<file path="src/rtl/divisor_secuencial_if.sv">
// Request/result and shared-subtractor bus for the sequential restoring divider.
// Latency: none, wires only.
// Backpressure: the requester watches ready; start is only honoured while ready=1.
interface divisor_secuencial_if #(
    parameter int M = 4
);
    // Request side (ALU-op decoder)
    logic         start;
    logic [M-1:0] dividend;
    logic [M-1:0] divisor;
    // Status and results (towards result/flag registers)
    logic         ready;
    logic         busy;
    logic         done;
    logic         div_zero;
    logic [M-1:0] quotient;
    logic [M-1:0] remainder;
    // Shared subtractor
    logic [M-1:0] sub_a;
    logic [M-1:0] sub_b;
    logic [M-1:0] sub_r;
    logic         sub_c;
    logic         sub_n;
    logic         sub_v;
    logic         sub_z;

    // Surrounding system: issues requests, owns the subtractor, consumes results
    modport master (
        output start, dividend, divisor,
        output sub_r, sub_c, sub_n, sub_v, sub_z,
        input  ready, busy, done, div_zero, quotient, remainder,
        input  sub_a, sub_b
    );

    // Divider sequencer
    modport slave (
        input  start, dividend, divisor,
        input  sub_r, sub_c, sub_n, sub_v, sub_z,
        output ready, busy, done, div_zero, quotient, remainder,
        output sub_a, sub_b
    );
endinterface

</file>
<file path="src/rtl/divisor_secuencial.sv">
// Unsigned restoring divider that drives an external M-bit subtractor, one step per clock.
// Latency: M ITER cycles then a one-cycle DONE (M+1 per op); divide-by-zero reports in the first cycle.
// Backpressure: ready=0 while iterating; start during ITER is ignored and operands are not re-sampled.
module divisor_secuencial #(
    parameter int M = 4
) (
    input  logic                  clk,
    input  logic                  rst_n,
    divisor_secuencial_if.slave   bus
);
    localparam int CW = $clog2(M);

    typedef enum logic [1:0] {
        S_IDLE = 2'd0,
        S_ITER = 2'd1,
        S_DONE = 2'd2
    } state_t;

    state_t         state_q, state_d;
    logic [M-1:0]   p_q;        // partial remainder
    logic [M-1:0]   q_q;        // dividend shifting out / quotient shifting in
    logic [M-1:0]   d_q;        // latched divisor
    logic [CW-1:0]  cnt_q;
    logic [M-1:0]   quot_q;
    logic [M-1:0]   rem_q;
    logic           dz_q;

    logic [M-1:0]   p_shift;
    logic [M-1:0]   p_d;
    logic [M-1:0]   q_d;
    logic           last_iter;

    // Flags the subtractor produces that this sequencer has no use for.
    logic           unused_flags;
    assign unused_flags = ^{bus.sub_n, bus.sub_v, bus.sub_z};

    // P < D is invariant, so shifting in the next dividend bit cannot overflow M bits.
    assign p_shift   = {p_q[M-2:0], q_q[M-1]};
    // Restore (keep the shifted value) when the subtraction would have borrowed.
    assign p_d       = bus.sub_c ? bus.sub_r : p_shift;
    assign q_d       = {q_q[M-2:0], bus.sub_c};
    assign last_iter = (cnt_q == CW'(M - 1));

    // State register
    always_ff @(posedge clk or negedge rst_n) begin
        if (!rst_n) begin
            state_q <= S_IDLE;
        end else begin
            state_q <= state_d;
        end
    end

    // Next-state: IDLE and DONE both accept a new operation, so DONE lasts one cycle
    always_comb begin
        state_d = state_q;
        case (state_q)
            S_IDLE, S_DONE: begin
                if (bus.start) begin
                    state_d = (bus.divisor == '0) ? S_DONE : S_ITER;
                end else begin
                    state_d = S_IDLE;
                end
            end
            S_ITER: begin
                if (last_iter) begin
                    state_d = S_DONE;
                end
            end
            default: state_d = S_IDLE;
        endcase
    end

    // Outputs: status from state, subtractor operands only while iterating
    always_comb begin
        bus.ready = 1'b1;
        bus.busy  = 1'b0;
        bus.done  = 1'b0;
        bus.sub_a = '0;
        bus.sub_b = '0;
        case (state_q)
            S_ITER: begin
                bus.ready = 1'b0;
                bus.busy  = 1'b1;
                bus.sub_a = p_shift;
                bus.sub_b = d_q;
            end
            S_DONE: begin
                bus.done  = 1'b1;
            end
            default: begin
                bus.ready = 1'b1;
            end
        endcase
    end

    // Datapath: latch operands on accept, step the division, publish results entering DONE
    always_ff @(posedge clk or negedge rst_n) begin
        if (!rst_n) begin
            p_q    <= '0;
            q_q    <= '0;
            d_q    <= '0;
            cnt_q  <= '0;
            quot_q <= '0;
            rem_q  <= '0;
            dz_q   <= 1'b0;
        end else begin
            case (state_q)
                S_IDLE, S_DONE: begin
                    if (bus.start) begin
                        if (bus.divisor != '0) begin
                            d_q   <= bus.divisor;
                            q_q   <= bus.dividend;
                            p_q   <= '0;
                            cnt_q <= '0;
                        end else begin
                            quot_q <= '1;
                            rem_q  <= bus.dividend;
                            dz_q   <= 1'b1;
                        end
                    end
                end
                S_ITER: begin
                    p_q   <= p_d;
                    q_q   <= q_d;
                    cnt_q <= cnt_q + CW'(1);
                    if (last_iter) begin
                        quot_q <= q_d;
                        rem_q  <= p_d;
                        dz_q   <= 1'b0;
                    end
                end
                default: begin
                    cnt_q <= '0;
                end
            endcase
        end
    end

    assign bus.quotient  = quot_q;
    assign bus.remainder = rem_q;
    assign bus.div_zero  = dz_q;

endmodule

</file>
<file path="src/flat_wrapper.sv">
// flat-port wrapper written by rule: the top's interface ports become plain ports
module divisor_secuencial_flat 
#(
    parameter int M = 4
)
  (clk, rst_n, bus_start, bus_dividend, bus_divisor, bus_sub_r, bus_sub_c, bus_sub_n, bus_sub_v, bus_sub_z, bus_ready, bus_busy, bus_done, bus_div_zero, bus_quotient, bus_remainder, bus_sub_a, bus_sub_b);
  divisor_secuencial_if #(.M(M)) bus_i ();
  input  logic clk;
  input  logic rst_n;
  input wire logic [$bits(bus_i.start)-1:0] bus_start;
  input wire logic [$bits(bus_i.dividend)-1:0] bus_dividend;
  input wire logic [$bits(bus_i.divisor)-1:0] bus_divisor;
  input wire logic [$bits(bus_i.sub_r)-1:0] bus_sub_r;
  input wire logic [$bits(bus_i.sub_c)-1:0] bus_sub_c;
  input wire logic [$bits(bus_i.sub_n)-1:0] bus_sub_n;
  input wire logic [$bits(bus_i.sub_v)-1:0] bus_sub_v;
  input wire logic [$bits(bus_i.sub_z)-1:0] bus_sub_z;
  output wire logic [$bits(bus_i.ready)-1:0] bus_ready;
  output wire logic [$bits(bus_i.busy)-1:0] bus_busy;
  output wire logic [$bits(bus_i.done)-1:0] bus_done;
  output wire logic [$bits(bus_i.div_zero)-1:0] bus_div_zero;
  output wire logic [$bits(bus_i.quotient)-1:0] bus_quotient;
  output wire logic [$bits(bus_i.remainder)-1:0] bus_remainder;
  output wire logic [$bits(bus_i.sub_a)-1:0] bus_sub_a;
  output wire logic [$bits(bus_i.sub_b)-1:0] bus_sub_b;
  assign bus_i.start = bus_start;
  assign bus_i.dividend = bus_dividend;
  assign bus_i.divisor = bus_divisor;
  assign bus_i.sub_r = bus_sub_r;
  assign bus_i.sub_c = bus_sub_c;
  assign bus_i.sub_n = bus_sub_n;
  assign bus_i.sub_v = bus_sub_v;
  assign bus_i.sub_z = bus_sub_z;
  assign bus_ready = bus_i.ready;
  assign bus_busy = bus_i.busy;
  assign bus_done = bus_i.done;
  assign bus_div_zero = bus_i.div_zero;
  assign bus_quotient = bus_i.quotient;
  assign bus_remainder = bus_i.remainder;
  assign bus_sub_a = bus_i.sub_a;
  assign bus_sub_b = bus_i.sub_b;
  divisor_secuencial #(.M(M)) u_core (.clk(clk), .rst_n(rst_n), .bus(bus_i));
endmodule
</file>
<file path="config.mk">
export PLATFORM = sky130hd
export DESIGN_NAME = divisor_secuencial_flat
export DESIGN_NICKNAME = d
export VERILOG_FILES = /design/src/rtl/divisor_secuencial_if.sv /design/src/rtl/divisor_secuencial.sv /design/src/flat_wrapper.sv
export SDC_FILE = /design/constraint.sdc
export NUM_CORES = 1
export LEC_CHECK = 0
export BUFFER_PORTS_ARGS = -buffer_cell sky130_fd_sc_hd__buf_2
export CAP_MARGIN = 20
export CORE_MARGIN = 1
export CORE_UTILIZATION = 50
export DETAILED_ROUTE_END_ITERATION = 10
export HOLD_SLACK_MARGIN = 0.06
export PLACE_DENSITY = 0.78
export SLEW_MARGIN = 25
export SYNTH_ARGS = -nofsm -noshare
export SYNTH_HDL_FRONTEND = slang
export SYNTH_SLANG_ARGS = --single-unit
</file>
<file path="constraint.sdc">
create_clock -name clk -period 1.8 [get_ports clk]
set_input_delay 0.09 -clock clk [delete_from_list [all_inputs] [get_ports clk]]
set_output_delay 0.09 -clock clk [all_outputs]
set_load 0.02 [all_outputs]
</file>
Word level (Yosys, flattened, before mapping)
Cells that the tools add are included.
{ "word_totals": {"output_inout_bits": 20, "input_bits": 19, "wordCells": 56, "ff_bits": 24} }
{ "op_classes": {"n_eq_ne": 7, "addsub": 1, "mux": 31, "reduce_logical": 9} }
{ "ops": {"columns": ["op", "count"], "rows": [
  ["4-bit two-way mux", 11],
  ["4-bit case mux with 2 select lines", 3],
  ["2-bit two-way mux", 5],
  ["2-bit case mux with 2 select lines", 2],
  ["1-bit two-way mux", 6],
  ["3-bit two-way mux", 2],
  ["3-bit case mux with 2 select lines", 1],
  ["3-bit AND reduction", 2],
  ["2-bit == test, second input constant", 2],
  ["4-bit zero test", 1],
  ["2-bit by 1-bit inequality test with 1-bit output, second input constant", 2],
  ["2-bit inequality test, second input constant", 2],
  ["4-bit AND reduction", 1],
  ["4-bit nonzero test", 1],
  ["2-bit by 1-bit adder with 2-bit output, second input constant", 1],
  ["2-bit by 1-bit == test with 1-bit output, second input constant", 1],
  ["2-bit zero test", 1],
  ["1-bit case mux with 2 select lines", 1],
  ["2-bit AND reduction", 1],
  ["2-bit nonzero test", 1],
  ["2-bit OR reduction", 1]
]} }

Longest topological paths before layout
{ "depth": {"word_depth": 4, "mapped_depth": 6, "mapped_depth_nobuf": 4} }

Worst setup path after synthesis
Ideal clock, no wire load.
{ "synth_timing": {"kind": "reg2reg", "startpoint": "register u_core.state_q[0]", "endpoint": "register u_core.rem_q[3] (netlist: u_core.bus.remainder[3])", "period_less_slack_ns": 1.446, "setup_time_ns": 0.125, "t_required_ns": 1.675, "path_buffers": 1, "stages_incl_launch_ff": 5, "arrival_time_ns": 1.321, "path_slack_ns": 0.354, "cell_sequence": "dfrtp_1 and2b_1 clkbuf_8 mux2_4 mux2_2"} }
{ "synth_between": {"elab_chain_cells": 4, "elab_cells_between_ends": 10, "cone_classes": "5 x eq/ne; 1 x mux; 4 x reduce/logical"} }
{ "synth_lines": {"columns": ["element", "line_no", "rtl"], "rows": [
  ["from (decl)", "divisor_secuencial.sv:19", "state_t state_q, state_d;"],
  ["from (signal assigned)", "divisor_secuencial.sv:49", "state_q <= state_d;"],
  ["2-bit == test or 2-bit zero test (tied branches)", "divisor_secuencial.sv:107", "case (state_q)"],
  ["2-bit OR reduction", "divisor_secuencial.sv:107", null],
  ["2-bit inequality test (no source line) or 2-bit nonzero test (tied branches)", null, null],
  ["4-bit AND reduction (no source line)", null, null],
  ["to (signal assigned)", "divisor_secuencial.sv:117", "rem_q <= bus.dividend;"],
  ["to (signal assigned)", "divisor_secuencial.sv:128", "rem_q <= p_d;"],
  ["to (decl)", "divisor_secuencial.sv:25", "logic [M-1:0] rem_q;"]
]} }
Several ways; a longest one is shown, not always the timed one.
A chain may end at the register's enable or synchronous reset.

Final worst setup path
{ "layout_timing": {"startpoint": "register u_core.state_q[0]", "endpoint": "output bus_sub_b[3]"} }
{ "layout_between": {"elab_chain_cells": 2} }
{ "layout_lines": {"columns": ["element", "line_no", "rtl"], "rows": [
  ["2-bit by 1-bit == test with 1-bit output", "divisor_secuencial.sv:80", "case (state_q)"],
  ["4-bit two-way mux", "divisor_secuencial.sv:80", null],
  ["to (decl)", "flat_wrapper.sv:25", "output wire logic [$bits(bus_i.sub_b)-1:0] bus_sub_b;"]
]} }
No other way between the ends.

==> impl_metrics.toml <==
[logic_synthesis]
synth_compound_area_share_pct = 17.8
synth_top_family_by_area = "compound AO/OA/AOI/OAI gates"
ys.flop_type = "dfrtp_1"
synth_cells = 112
synthTopCellsByArea = "dfrtp_1, mux2i_1, mux2_2"
postSynthAreaPerCell_sq_um = 11.1
ys_seq_area_share_pct = 48.4
yosysMostFrequentCell = "dfrtp_1"
yosys_warnings = 0
synth-edff-count = 0
synthMuxAreaShare_pct = 14.7
yosysTopAreaCell = "dfrtp_1"
netlist_area_sq_um = 1240
yosys.area_share.simple_pct = 12.7
synth.distinct_cells = 28
synth_fp_nets = 132
ys_top_cells_by_count = "dfrtp_1, mux2i_1, o21ai_0, and2_1, nand2_1"
ys_ff_latch = 24
synth_xor_area_share_pct = 0
synth_top_area_share_pct = 48.4
synth_fa_ha_area_share_pct = 1.01
async_flop_share_pct = 100

[cells_and_area]
stdcell_count = 184
nets = 177
area_growth_pct = 26.3
drive_above_1_share_pct = 37.8
n_antenna_cell = 0

[power_and_ir_drop]
ir_drop_mv = 1.02
p_switching_uw = 1260
power_report.internal_total_uw = 1760
pwr-share-comb_pct = 54.0
power_switching_share_pct = 41.7
power_frac_clock_pct = 13.2
power_density_nw_per_um2 = 1930
p_leak_uw = 0.000762
power.share.sequential_pct = 32.8
power_uw = 3020

[clocking]
cts_made_buffers = 3
clk_path_buf_depth = 2
htree_levels = 1
postCtsSetupBuffers = 0
clock_latency_ns = 0.34
tritoncts = "done"
clk_pin_slew_ns = 0.14
cts-root-buf = "clkbuf_4"
cts_num_sinks = 24

[global_route]
grt_pass1_wl_um = 4620
grt_antenna_before_repair = 0
grt_pass1_vias = 998
grtUsageTotal_pct = 24.9
grt-ovfl-total = 0
grt_max_degree = 25

[critical_path]
regToRegSetupSlack_ns = 0.28
setup.worst_path.end = "bus_sub_b[3]"
r2r_start = "u_core.state_q[0]"
rr_endpoint = "u_core.bus.remainder[0]"
critPathKind = "reg2out"
arrival_ns = 1.62
end_kind = "primary output"
startpoint_type = "register"
crit_required_ns = 1.71
startpoint = "u_core.state_q[0]"
reg2regPathDepth = 4
critPathMaxFanout = 10

[detailed_routing]
drc_errors = 0
wl_per_cell_um = 15.8
drt-pass1-iter-count = 4
wl_um = 2920
final_antenna_net_count = 0
vias = 1024
drt_iter0_markers = 32
avgViaCountPerCell = 5.57

[sta]
worst_slew_pin_slew_ns = 0.533
rsz0062_at_grt = "false"
drv_slew = 0
period_minus_slack_ns = 1.71
timing.final.crit_share_pct = 95.2
final.setup.tns_ns = 0
relSlewSlack_pct = 64.5
fin_hold_ws_ns = 0.0795
max_freq_ghz = 0.583
setup_viol_count_final = 0
clock_skew_ns = 0.0146
hold_viol_final = 0

[die]
initial_core_util_pct = 54.5
ios = 39
coreArea_sq_um = 2280
die_w_um = 51.8
die-area_sq_um = 2680
die_h_um = 51.8
row_count = 17

[place]
io_buffers = 35
place.gp.congestion = 0.779
dp_hpwl_um = 2090
dp_cells = 175

[worst_hold_path]
hold_class = "in2reg"

[status]
status = "finished, final reports clean"

[run]
drv_cap = 0
==> layer usage <==
layer,up-vias,part of all wire [%],global-route usage [%],wire length [um]
met3,3,4.9,5.56,142
met5,-,0,0,0
met1,506,42,30.1,1220
met4,0,0.93,8.11,27
met2,32,52,43.5,1530
li1,483,-,-,-
==> through the flow <==
| stage | utilization, % | cell area [sq um] | worst slack (ns) |
|---|---|---|---|
| finish | 68.8 | 1570 | 0.0858 |
| global placement | 64.3 | 1460 | 0.331 |
| detailed placement | 64.3 | 1460 | 0.267 |
| CTS | 68.8 | 1570 | 0.00256 |
| floorplan | - | 1240 | 0.354 |
| global route | 68.8 | 1570 | 0.00932 |
==> worst max-delay path: stages, from the launching register on <==
cell	delay, ns
dfrtp_1	0.49
and2b_2	0.31
buf_4	0.21
and2_1	0.14
buf_2	0.16
==> worst min path at each step <==
stage	from	endpoint	slack, ns	depth (start not counted)
2_1_floorplan	rst_n	u_core.bus.div_zero	-0.21	0
3_3_place_gp	rst_n	u_core.bus.quotient[0]	0.10	1
3_5_place_dp	rst_n	u_core.bus.quotient[0]	0.1	1
4_1_cts	bus_dividend[1]	u_core.q_q[1]	0.08	3
5_1_grt	bus_dividend[3]	u_core.q_q[3]	0.08	3
6_report	bus_dividend[2]	u_core.bus.remainder[2]	0.08	3
==> cell usage in the layout, fill, tap and decap left out <==
cell type and instances:
a2bb2oi_4 1, dfrtp_1 24, mux2_2 6, a2bb2oi_2 1, mux2i_1 10, a22o_1 3, nand2_1 7, ha_1 1
nand2b_1 1, and2b_2 1, and2_1 8, o22ai_1 2, bufinv_16 1, nor2_1 5, nand3b_1 1, nor4_4 1
a21oi_1 5, inv_1 5, o21ai_0 9, buf_2 35, a2bb2oi_1 4, mux2_4 1, or4_1 1, nor2b_1 2
buf_4 8, dlygate4sd3_1 5, clkbuf_4 3, a22o_2 1, a31oi_1 4
==> final cells by class <==
| class | instances | area [sq um] |
|---|---|---|
| inverters | 5 | 18.8 |
| fillers | 165 | 709 |
| clock buffers | 3 | 22.5 |
| repair buffers | 48 | 285 |
| clock inverters | 1 | 30.0 |
| multi-input cells | 75 | 574 |
| well taps | 28 | 35.0 |
| flip-flops and latches | 24 | 601 |
==> kinds of logic after synthesis <==
family,count (synthesis)
AO/OA/AOI/OAI,30
AND/OR/NAND/NOR,27
flip-flops,24
multiplexers,17
buffers and inverters,13
adder cells (fa/ha/maj),1
==> registers in the layout, summed over array words and instances, names as in the netlist <==
signal / flops
u_core.p_q: 3
u_core.cnt_q: 2
u_core.q_q: 4
u_core.bus.div_zero: 1
u_core.bus.quotient: 4
u_core.state_q: 2
u_core.d_q: 4
u_core.bus.remainder: 4
==> repair_timing <==
item | 4_1_cts | 5_1_grt
resized for setup | 0 | 1
hold buffers | 5 | 0
hold endpoints to repair | 28 | 0
endpoints found under the setup margin | 0 | 7
==> power groups by stage <==
stage | registers (uW) | logic, uW | clock network, uW
2_1_floorplan | 1090 | 1030 | 0
3_3_place_gp | 976 | 1560 | 0
3_5_place_dp | 996 | 1610 | 0
4_1_cts | 987 | 1630 | 402
5_1_grt | 1020 | 1760 | 422
6_report | 991 | 1630 | 398
Note: power is estimated with default switching activity, not from simulation.
